<file path="src/rtl/seg_scan_decoder_pkg.sv">
// Shared definitions for the seven-segment scan decoder: glyph patterns,
// FSM state encodings, default parameter values and small helpers.
package seg_scan_decoder_pkg;

  // Default configuration
  localparam int DEFAULT_SETTLE_CYCLES  = 16;
  localparam int DEFAULT_TIMEOUT_CYCLES = 1048576;

  // Active-low g..a patterns for the sixteen hex glyphs
  localparam logic [6:0] GLYPH_0 = 7'h40;
  localparam logic [6:0] GLYPH_1 = 7'h79;
  localparam logic [6:0] GLYPH_2 = 7'h24;
  localparam logic [6:0] GLYPH_3 = 7'h30;
  localparam logic [6:0] GLYPH_4 = 7'h19;
  localparam logic [6:0] GLYPH_5 = 7'h12;
  localparam logic [6:0] GLYPH_6 = 7'h02;
  localparam logic [6:0] GLYPH_7 = 7'h78;
  localparam logic [6:0] GLYPH_8 = 7'h00;
  localparam logic [6:0] GLYPH_9 = 7'h10;
  localparam logic [6:0] GLYPH_A = 7'h08;
  localparam logic [6:0] GLYPH_B = 7'h03;
  localparam logic [6:0] GLYPH_C = 7'h46;
  localparam logic [6:0] GLYPH_D = 7'h21;
  localparam logic [6:0] GLYPH_E = 7'h06;
  localparam logic [6:0] GLYPH_F = 7'h0E;

  // Scan FSM state encodings
  localparam logic [1:0] ST_WAIT    = 2'd0;
  localparam logic [1:0] ST_CAPTURE = 2'd1;
  localparam logic [1:0] ST_HOLD    = 2'd2;

  // True when exactly one active-low anode is driven
  function automatic logic single_low(input logic [7:0] an);
    logic [7:0] sel;
    sel = ~an;
    return (sel != 8'd0) && ((sel & (sel - 8'd1)) == 8'd0);
  endfunction

  // Index of the low anode bit; only meaningful when single_low() holds
  function automatic logic [2:0] low_index(input logic [7:0] an);
    logic [2:0] idx;
    idx = '0;
    for (int i = 0; i < 8; i++) begin
      if (!an[i]) idx = 3'(i);
    end
    return idx;
  endfunction

endpackage

</file>
<file path="src/rtl/seg_glyph_decode.sv">
// Combinational glyph decoder: 7-bit active-low g..a pattern to hex nibble.
// Any pattern that is not one of the sixteen hex glyphs yields 0 with err set.
module seg_glyph_decode
  import seg_scan_decoder_pkg::*;
(
  input  logic [6:0] seg,
  output logic [3:0] nibble,
  output logic       err
);

  // Pattern lookup with an error flag for unknown glyphs
  always_comb begin
    // NOTE: every output gets a default before the case so no path leaves it unassigned and no latch is inferred.
    nibble = 4'h0;
    err    = 1'b0;
    case (seg)
      GLYPH_0: nibble = 4'h0;
      GLYPH_1: nibble = 4'h1;
      GLYPH_2: nibble = 4'h2;
      GLYPH_3: nibble = 4'h3;
      GLYPH_4: nibble = 4'h4;
      GLYPH_5: nibble = 4'h5;
      GLYPH_6: nibble = 4'h6;
      GLYPH_7: nibble = 4'h7;
      GLYPH_8: nibble = 4'h8;
      GLYPH_9: nibble = 4'h9;
      GLYPH_A: nibble = 4'hA;
      GLYPH_B: nibble = 4'hB;
      GLYPH_C: nibble = 4'hC;
      GLYPH_D: nibble = 4'hD;
      GLYPH_E: nibble = 4'hE;
      GLYPH_F: nibble = 4'hF;
      default: err = 1'b1;
    endcase
  end

endmodule

</file>
<file path="src/rtl/seg_scan_decoder.sv">
// Seven-segment scan decoder: watches a multiplexed 8-digit display bus,
// captures each digit once its anode/cathode pattern has been stable for
// SETTLE_CYCLES, and publishes a decoded frame once all eight digits are seen.
// Optional feature: define SEG_TIMEOUT_EN to enable the frame timeout counter;
// otherwise timeout is tied low.
module seg_scan_decoder
  import seg_scan_decoder_pkg::*;
#(
  parameter int SETTLE_CYCLES  = DEFAULT_SETTLE_CYCLES,
  parameter int TIMEOUT_CYCLES = DEFAULT_TIMEOUT_CYCLES
) (
  input  logic        CLK100MHZ,
  input  logic        reset_btn,
  input  logic [7:0]  Anodes,
  input  logic [7:0]  Cathodes,
  input  logic        frame_ack,
  output logic [31:0] digit_val,
  output logic [7:0]  dp_val,
  output logic [7:0]  decode_err,
  output logic        frame_valid,
  output logic        overrun,
  output logic        timeout
);

  localparam int CNT_W = $clog2(SETTLE_CYCLES + 1);
  localparam logic [CNT_W-1:0] CNT_SAT  = CNT_W'(SETTLE_CYCLES);
  localparam logic [CNT_W-1:0] CNT_LAST = CNT_W'(SETTLE_CYCLES - 1);

  logic [7:0]       an_q, an_prev;
  logic [7:0]       cat_q, cat_prev;
  logic             change;
  logic [CNT_W-1:0] stable_cnt;
  logic [1:0]       state;
  logic             capture;
  logic [2:0]       cap_idx;
  logic [7:0][7:0]  shadow;
  logic [7:0]       seen;
  logic             complete;
  logic [7:0][3:0]  dec_nib;
  logic [7:0]       dec_err;
  logic [7:0]       dec_dp;

  // A change is judged purely on the registered copy of the bus
  assign change   = (an_q != an_prev) || (cat_q != cat_prev);
  assign capture  = (state == ST_CAPTURE) && !change && single_low(an_q);
  assign cap_idx  = low_index(an_q);
  assign complete = (seen == 8'hFF);

  // Register the bus once, keep the previous copy, run the stability counter
  always_ff @(posedge CLK100MHZ or posedge reset_btn) begin
    if (reset_btn) begin
      an_q       <= 8'hFF;
      an_prev    <= 8'hFF;
      cat_q      <= 8'hFF;
      cat_prev   <= 8'hFF;
      stable_cnt <= '0;
    end else begin
      // NOTE: sequential state uses non-blocking assignments so an_prev takes the old an_q, not the new one.
      an_q     <= Anodes;
      an_prev  <= an_q;
      cat_q    <= Cathodes;
      cat_prev <= cat_q;
      if (change)
        stable_cnt <= '0;
      else if (stable_cnt != CNT_SAT)
        stable_cnt <= stable_cnt + 1'b1;
    end
  end

  // Scan FSM: settle, capture once, then hold until the bus moves on
  always_ff @(posedge CLK100MHZ or posedge reset_btn) begin
    if (reset_btn) begin
      state <= ST_WAIT;
    end else begin
      case (state)
        ST_WAIT:
          if (stable_cnt == CNT_LAST && !change && single_low(an_q))
            state <= ST_CAPTURE;
        ST_CAPTURE:
          state <= ST_HOLD;
        ST_HOLD:
          if (change) state <= ST_WAIT;
        default:
          state <= ST_WAIT;
      endcase
    end
  end

  // Shadow slots and seen mask; a full mask is consumed on the following cycle
  always_ff @(posedge CLK100MHZ or posedge reset_btn) begin
    if (reset_btn) begin
      // NOTE: the shadow store is small and must read as cleared after reset, so it is reset like any other register.
      shadow <= '0;
      seen   <= '0;
    end else begin
      if (complete) begin
        seen <= '0;
      end else if (capture) begin
        shadow[cap_idx] <= cat_q;
        seen[cap_idx]   <= 1'b1;
      end
    end
  end

  // One decoder per shadow slot
  for (genvar g = 0; g < 8; g++) begin : g_dec
    seg_glyph_decode u_dec (
      .seg    (shadow[g][6:0]),
      .nibble (dec_nib[g]),
      .err    (dec_err[g])
    );
    assign dec_dp[g] = ~shadow[g][7];
  end

  // Publish a completed frame and manage the valid/ack/overrun handshake
  always_ff @(posedge CLK100MHZ or posedge reset_btn) begin
    if (reset_btn) begin
      digit_val   <= '0;
      dp_val      <= '0;
      decode_err  <= '0;
      frame_valid <= 1'b0;
      overrun     <= 1'b0;
    end else if (complete) begin
      digit_val   <= dec_nib;
      dp_val      <= dec_dp;
      decode_err  <= dec_err;
      frame_valid <= 1'b1;
      if (frame_valid && !frame_ack) overrun <= 1'b1;
    end else if (frame_ack) begin
      frame_valid <= 1'b0;
    end
  end

`ifdef SEG_TIMEOUT_EN
  localparam int TO_W = $clog2(TIMEOUT_CYCLES + 1);
  localparam logic [TO_W-1:0] TO_LAST = TO_W'(TIMEOUT_CYCLES - 1);

  logic [TO_W-1:0] to_cnt;

  // Count cycles since reset or the last completed frame; flag is sticky
  always_ff @(posedge CLK100MHZ or posedge reset_btn) begin
    if (reset_btn) begin
      to_cnt  <= '0;
      timeout <= 1'b0;
    end else if (complete) begin
      to_cnt <= '0;
    end else if (to_cnt == TO_LAST) begin
      timeout <= 1'b1;
    end else begin
      to_cnt <= to_cnt + 1'b1;
    end
  end
`else
  // No timeout hardware; the comparison is a constant zero that keeps the
  // parameter referenced for builds that do not enable the feature.
  assign timeout = (TIMEOUT_CYCLES < 0);
`endif

endmodule

</file>
<file path="config.mk">
export PLATFORM = sky130hd
export DESIGN_NAME = seg_scan_decoder
export DESIGN_NICKNAME = d
export VERILOG_FILES = /design/src/rtl/seg_scan_decoder_pkg.sv /design/src/rtl/seg_glyph_decode.sv /design/src/rtl/seg_scan_decoder.sv
export SDC_FILE = /design/constraint.sdc
export NUM_CORES = 1
export LEC_CHECK = 0
export CAP_MARGIN = 20
export CORE_MARGIN = 2
export CORE_UTILIZATION = 54
export CTS_CLUSTER_DIAMETER = 150
export DETAILED_ROUTE_END_ITERATION = 7
export PLACE_DENSITY = 0.8
export REMOVE_ABC_BUFFERS = 1
export SYNTH_ARGS = -nofsm -noshare
export SYNTH_HDL_FRONTEND = slang
export SYNTH_HIERARCHICAL = 1
export SYNTH_SLANG_ARGS = --single-unit
</file>
<file path="constraint.sdc">
create_clock -name CLK100MHZ -period 4.5 [get_ports CLK100MHZ]
set_input_delay 0.45 -clock CLK100MHZ [delete_from_list [all_inputs] [get_ports CLK100MHZ]]
set_output_delay 0.45 -clock CLK100MHZ [all_outputs]
set_load 0.03 [all_outputs]
</file>
# Word-level counts from Yosys, hierarchy flattened
# Index checks and enable logic that the tools add are counted.
# Widths: inputs -> output; s select.
dict set report totals {
  ff_bits 161
  latch_bits 0
  mem_bits_rw 0
  mem_bits_ro 0
  input_bits 19
  out_inout_bits 51
  elab_cells 237
  memories 0
}
dict set report classes {
  addsub 2
  multipliers 0
  div_mod_pow 0
  magnitude_cmp 2
  n_eq_ne 129
  n_shift 0
  mux 37
  n_bitwise 12
  reduce_logical 35
}
# operator n
set op_table {}
lappend op_table {{$pmux 4 s15} 8}
lappend op_table {{$eq 7x7->1 const B} 32}
lappend op_table {{$eq 7x5->1 const B} 24}
lappend op_table {{$eq 7x6->1 const B} 24}
lappend op_table {{$reduce_or 16->1} 8}
lappend op_table {{$eq 7x2->1 const B} 16}
lappend op_table {{$eq 7x4->1 const B} 16}
lappend op_table {{$bwmux 64} 1}
lappend op_table {{$eq 7x3->1 const B} 8}
lappend op_table {{$logic_not 7->1} 8}
lappend op_table {{$demux 8 s3} 1}
lappend op_table {{$mux 8} 3}
lappend op_table {{$mux 3} 6}
lappend op_table {{$ne 8x8->1} 2}
lappend op_table {{$mux 1} 12}
lappend op_table {{$mux 5} 2}
lappend op_table {{$not 1->1} 9}
lappend op_table {{$and 8x8->8} 1}
lappend op_table {{$eq 8x8->1 const B} 1}
lappend op_table {{$logic_not 8->1} 1}
lappend op_table {{$not 8->8} 1}
lappend op_table {{$or 8x8->8} 1}
lappend op_table {{$reduce_bool 8->1} 1}
lappend op_table {{$sub 8x1->8 const B} 1}
lappend op_table {{17 further kinds} 30}

# Longest topological paths before layout
dict set report depth {
  depth_word 14
  ltp_mapped 8
  depth_no_buf 6
}

# By module
# The synthesis kept the hierarchy.
# mod instances cells_per_inst area_each_um2 seq_area_each_um2
set by_module_without_submodules {}
lappend by_module_without_submodules {seg_scan_decoder 1 498 6323.6 4068.9}
lappend by_module_without_submodules {seg_glyph_decode 8 63 381.6 0.0}

# Worst setup path before layout
# OpenSTA, ideal clock, no wires.
dict set report synth_timing {
  path_type {reg2reg}
  start {reg cat_q[0]}
  end {reg shadow[40] in the netlist's numbering}
  setup_ns 0.125
  arrival_ns 2.267
  required_ns 4.375
  setup_slack_ns 2.108
  stages_incl_launch_ff 8
  n_path_buf 2
  period_less_slack_ns 2.392
  cell_sequence {dfstp_2 -> clkbuf_1 -> xor2_1 -> nor4_2 -> nand4_2 -> or4_1 -> buf_6 -> mux2_4}
}
dict set report synth_via {
  elab_chain_len 6
  elab_cells_between_ends 7
  cone_classes {eq/ne: 1; mux: 1; reduce/logical: 5}
}
# item line_no
set synth_rtl {}
lappend synth_rtl {{start: declaration} seg_scan_decoder.sv:30} ;# logic [7:0] cat_q, cat_prev;
lappend synth_rtl {{start signal: assignment} seg_scan_decoder.sv:61} ;# cat_q <= Cathodes;
lappend synth_rtl {{$ne 8x8->1} seg_scan_decoder.sv:44} ;# assign change = (an_q != an_prev) || (cat_q != cat_prev);
lappend synth_rtl {{$logic_or 1x1->1} seg_scan_decoder.sv:44}
lappend synth_rtl {{$logic_not 1->1} seg_scan_decoder.sv:45} ;# assign capture = (state == ST_CAPTURE) && !change && single_low(an_q);
lappend synth_rtl {{$logic_and 1x1->1 (2 in series)} seg_scan_decoder.sv:45}
lappend synth_rtl {{$reduce_and 2->1 (no source line)} -}
lappend synth_rtl {{end signal: indexed assignment} seg_scan_decoder.sv:99} ;# shadow[cap_idx] <= cat_q;
lappend synth_rtl {{end: declaration} seg_scan_decoder.sv:36} ;# logic [7:0][7:0] shadow;
# Parallel ways exist; a longest one is shown, timed or not.
# A chain may end at the register's enable or synchronous reset.

# Final worst setup path
dict set report layout_timing {
  start {reg cat_q[6]}
  end {reg shadow[4] in the netlist's numbering}
}
dict set report layout_via {
  elab_chain_len 6
}
# item line_no
set layout_rtl {}
lappend layout_rtl {{$ne 8x8->1} seg_scan_decoder.sv:44}
lappend layout_rtl {{$logic_or 1x1->1} seg_scan_decoder.sv:44}
lappend layout_rtl {{$logic_not 1->1} seg_scan_decoder.sv:45}
lappend layout_rtl {{$logic_and 1x1->1 (2 in series)} seg_scan_decoder.sv:45}
lappend layout_rtl {{$reduce_and 2->1 (no source line)} -}
# Every way passes these cells.

==> flow_summary.ini <==
[final_layout]
design_area_mm2 = 0.01054
fillCellCount = 1424
num_antenna_cells = 0
final_util_pct = 61.59
layout.nets = 1031
drive_gt1_share_pct = 13.80
area_growth_pct = 12.42

[setup_path]
timing.rr.start = cat_q[6]$_DFF_PP1_
worstPathRequired_ns = 4.81
r2r_cells = 5
r2r-end = shadow[4]$_DFFE_PP0P_
crit_chain = xor2_1 -> nor4_2 -> nand4_2 -> or4b_1 -> mux2_4
crit_path_end = shadow[4]$_DFFE_PP0P_
startpoint_type = register
critPathBufInv = 0
cp.depth = 5
max_stage_delay_ns = 0.90
reg2reg_slack_ns = 1.53
crit_fanout = 13
worst_setup_path_end_kind = register
crit_start = cat_q[6]$_DFF_PP1_
cp_top_family = simple AND/OR/NAND/NOR gates
cp.arrival_ns = 3.28
crit_path_top_delay_cell = or4b_1
critPathKind = reg2reg

[power]
pwr-share-seq_pct = 50.0
combPwrFrac_pct = 2.4
vdd_drop_max_mv = 0.3053
p_sw_share_pct = 21.74
p_int_w = 0.002348
p_sw_w = 0.0006522
leakage_nw = 4.745
pwr-share-clk_pct = 47.5
powerDensity_mw_per_mm2 = 284.6

[floorplanning]
die_w_um = 135.8
io_pins = 70
row_count = 48
die_area_mm2 = 0.01843
start_util_pct = 54.78
die_h_um = 135.8
core_area_mm2 = 0.01712

[sta]
worst_slew_pin_slew_ns = 0.8545
setup_viol = 0
rsz0062_at_grt = false
period_minus_slack_ns = 2.967
drv_slew = 0
max_freq_mhz = 337.0
finalCritPeriodShare_pct = 65.94
relSlewSlack_pct = 43.03
fin_ws_ns = 1.533
fin_tns_setup_ns = 0
hold_viol = 0
skew_ns = 0.005799

[clock_tree]
root_buffer = clkbuf_16
cts_tree = built
cts_resized = 0
cts.sinks = 161
cts_max_level = 4
cts_setup_buffers = 0
worst_skew_pair.late_latency_ns = 0.43
clk_pin_slew_ns = 0.06
clockBufferDepth = 2
cts_buffers = 17
holdBufCountCts = 0

[grt]
grt-ovfl-total = 0
grt_max_degree = 98
grt_pass1_wl_um = 33290
first_global_vias = 6560
antenna_found_initial = 0
grt_usage_pct = 22.57

[routing]
dr.pass1.iters = 5
via_count = 7379
wirelength_um = 19940
drtAntennaViolNets = 0
vias_per_cell = 5.917
initialDrtViolationCount = 588
post_drt_wl_per_cell_um = 15.99
drc = 0

[logic_synthesis]
seq_area_frac_synth_pct = 43.39
synth_area_mm2 = 0.009376
synthArstFlopShare_pct = 100.0
synth_cells = 1002
synth_top_cell_by_area = dfrtp_1
synth_edf_count = 0
ys_ff_latch = 161
synthTopCellsByArea = dfrtp_1, dfstp_2, nand2_1
synth_common_cells = nand2_1, dfrtp_1, nor2_1
yosysUniqueCellTypes = 57
yosys_warnings = 6
yosysMostFrequentCell = nand2_1
syn_avg_cell_area_um2 = 9.358
synth_top_area_share_pct = 34.43
synth_ff_type = dfrtp_1

[placement]
dp_hpwl_um = 12800
gp_congestion = 0.8537
dpl_worst_slack_ns = 1.544
port_buffers = 68
placedInstanceArea_mm2 = 0.009965

[min_path]
hp-class = reg2reg

[outcome]
status = completed

[flow_run]
maxCapViolCount = 0
==> sequential cells by signal (all words and copies together), names as in the netlist <==
| register | cells |
|---|---|
| shadow | 64 |
| stable_cnt | 5 |
| dp_val | 8 |
| frame_valid | 1 |
| seen | 8 |
| an_prev | 8 |
| overrun | 1 |
| cat_prev | 8 |
| decode_err | 8 |
| state | 2 |
| digit_val | 32 |
| cat_q | 8 |
| an_q | 8 |
==> worst reg2reg max path, delay by kind of cell (launching register included) <==
kind | cells | cell delay, ns
flip-flops | 1 | 0.69
XOR/XNOR | 1 | 0.13
AND/OR/NAND/NOR | 3 | 1.63
multiplexers | 1 | 0.40
==> how the worst min path moves through the flow <==
stage                      start              endpoint  cells after the start
6_report       an_q[5]$_DFF_PP1_  an_prev[5]$_DFF_PP1_                      0
5_1_grt                Anodes[4]     an_q[4]$_DFF_PP1_                      1
4_1_cts        an_q[0]$_DFF_PP1_  an_prev[0]$_DFF_PP1_                      0
3_5_place_dp   an_q[0]$_DFF_PP1_  an_prev[0]$_DFF_PP1_                      0
3_3_place_gp   an_q[5]$_DFF_PP1_  an_prev[5]$_DFF_PP1_                      0
2_1_floorplan  an_q[0]$_DFF_PP1_  an_prev[0]$_DFF_PP1_                      0
==> final cells by class <==
type                            instances  area, um2  area share, %
Timing Repair Buffer                   73      718.2          6.813
Tap cell                              225      281.5          2.671
Clock inverter                          9      108.9          1.033
Multi-Input combinational cell        740       4831          45.83
Inverter                               16      65.06         0.6172
Sequential cell                       161       4069          38.60
Clock buffer                           23      467.9          4.439
==> cells by family after synthesis <==
group	count (synthesis)	synth area share (%)
multiplexers	81	10.46
other	1	0.03999
flip-flops	161	43.39
buffers and inverters	101	5.164
AO/OA/AOI/OAI	156	11.36
AND/OR/NAND/NOR	479	27.32
adder cells (fa/ha/maj)	3	0.4004
XOR/XNOR	20	1.868
==> layer usage <==
metal / share of wire (%) / vias to the layer above / wire length (um) / GRT usage [%]
met3: 4.1 / 33 / 814 / 3.966
met1: 47 / 3541 / 9412 / 32.62
met4: 1.8 / 0 / 365 / 7.697
met5: 0 / - / 0 / 0
li1: - / 3587 / - / -
met2: 47 / 218 / 9347 / 34.37
==> power by group through the flow <==
| stage | Sequential (W) | Combinational (W) | Clock (W) |
|---|---|---|---|
| floorplan | 0.00152 | 0.0000436 | 0 |
| global placement | 0.00152 | 0.0000746 | 0 |
| detailed placement | 0.00153 | 0.0000755 | 0 |
| CTS | 0.00150 | 0.0000761 | 0.00145 |
| global route | 0.00150 | 0.0000836 | 0.00151 |
| finish | 0.00150 | 0.0000733 | 0.00143 |
==> through the flow <==
step                hold slack [ns]  total power [W]  cells
finish                       0.4018         0.003000   1247
CTS                          0.4048         0.003027   1247
global placement             0.3891         0.001599   1215
floorplan                    0.3828         0.001559    917
global route                 0.4161         0.003096   1247
detailed placement           0.3958         0.001602   1215
==> layout by cell type (no fill, tap or decap), types with 9 or more instances in the layout <==
cell type | netlist | final
nand2_1 | 194 | 194
dfrtp_1 | 129 | 129
clkdlybuf4s50_1 | 0 | 68
nor2_1 | 64 | 63
mux2_2 | 40 | 40
o21ai_0 | 33 | 33
dfstp_2 | 32 | 32
a21oi_1 | 26 | 26
nor3_1 | 26 | 26
mux2_4 | 24 | 24
nor3b_1 | 24 | 24
nand3_1 | 19 | 19
nor2b_1 | 18 | 18
xor2_1 | 17 | 17
nor4b_1 | 17 | 17
or3_1 | 17 | 17
mux2i_1 | 17 | 17
clkbuf_16 | 0 | 17
a211o_1 | 16 | 16
inv_1 | 16 | 15
nand2b_1 | 11 | 11
or4_1 | 11 | 11
nand3b_1 | 10 | 10
nor4_1 | 10 | 10
or4b_1 | 9 | 9
o211ai_1 | 9 | 9
and3_1 | 9 | 9
No activity file was read; power rests on OpenSTA's default activity.
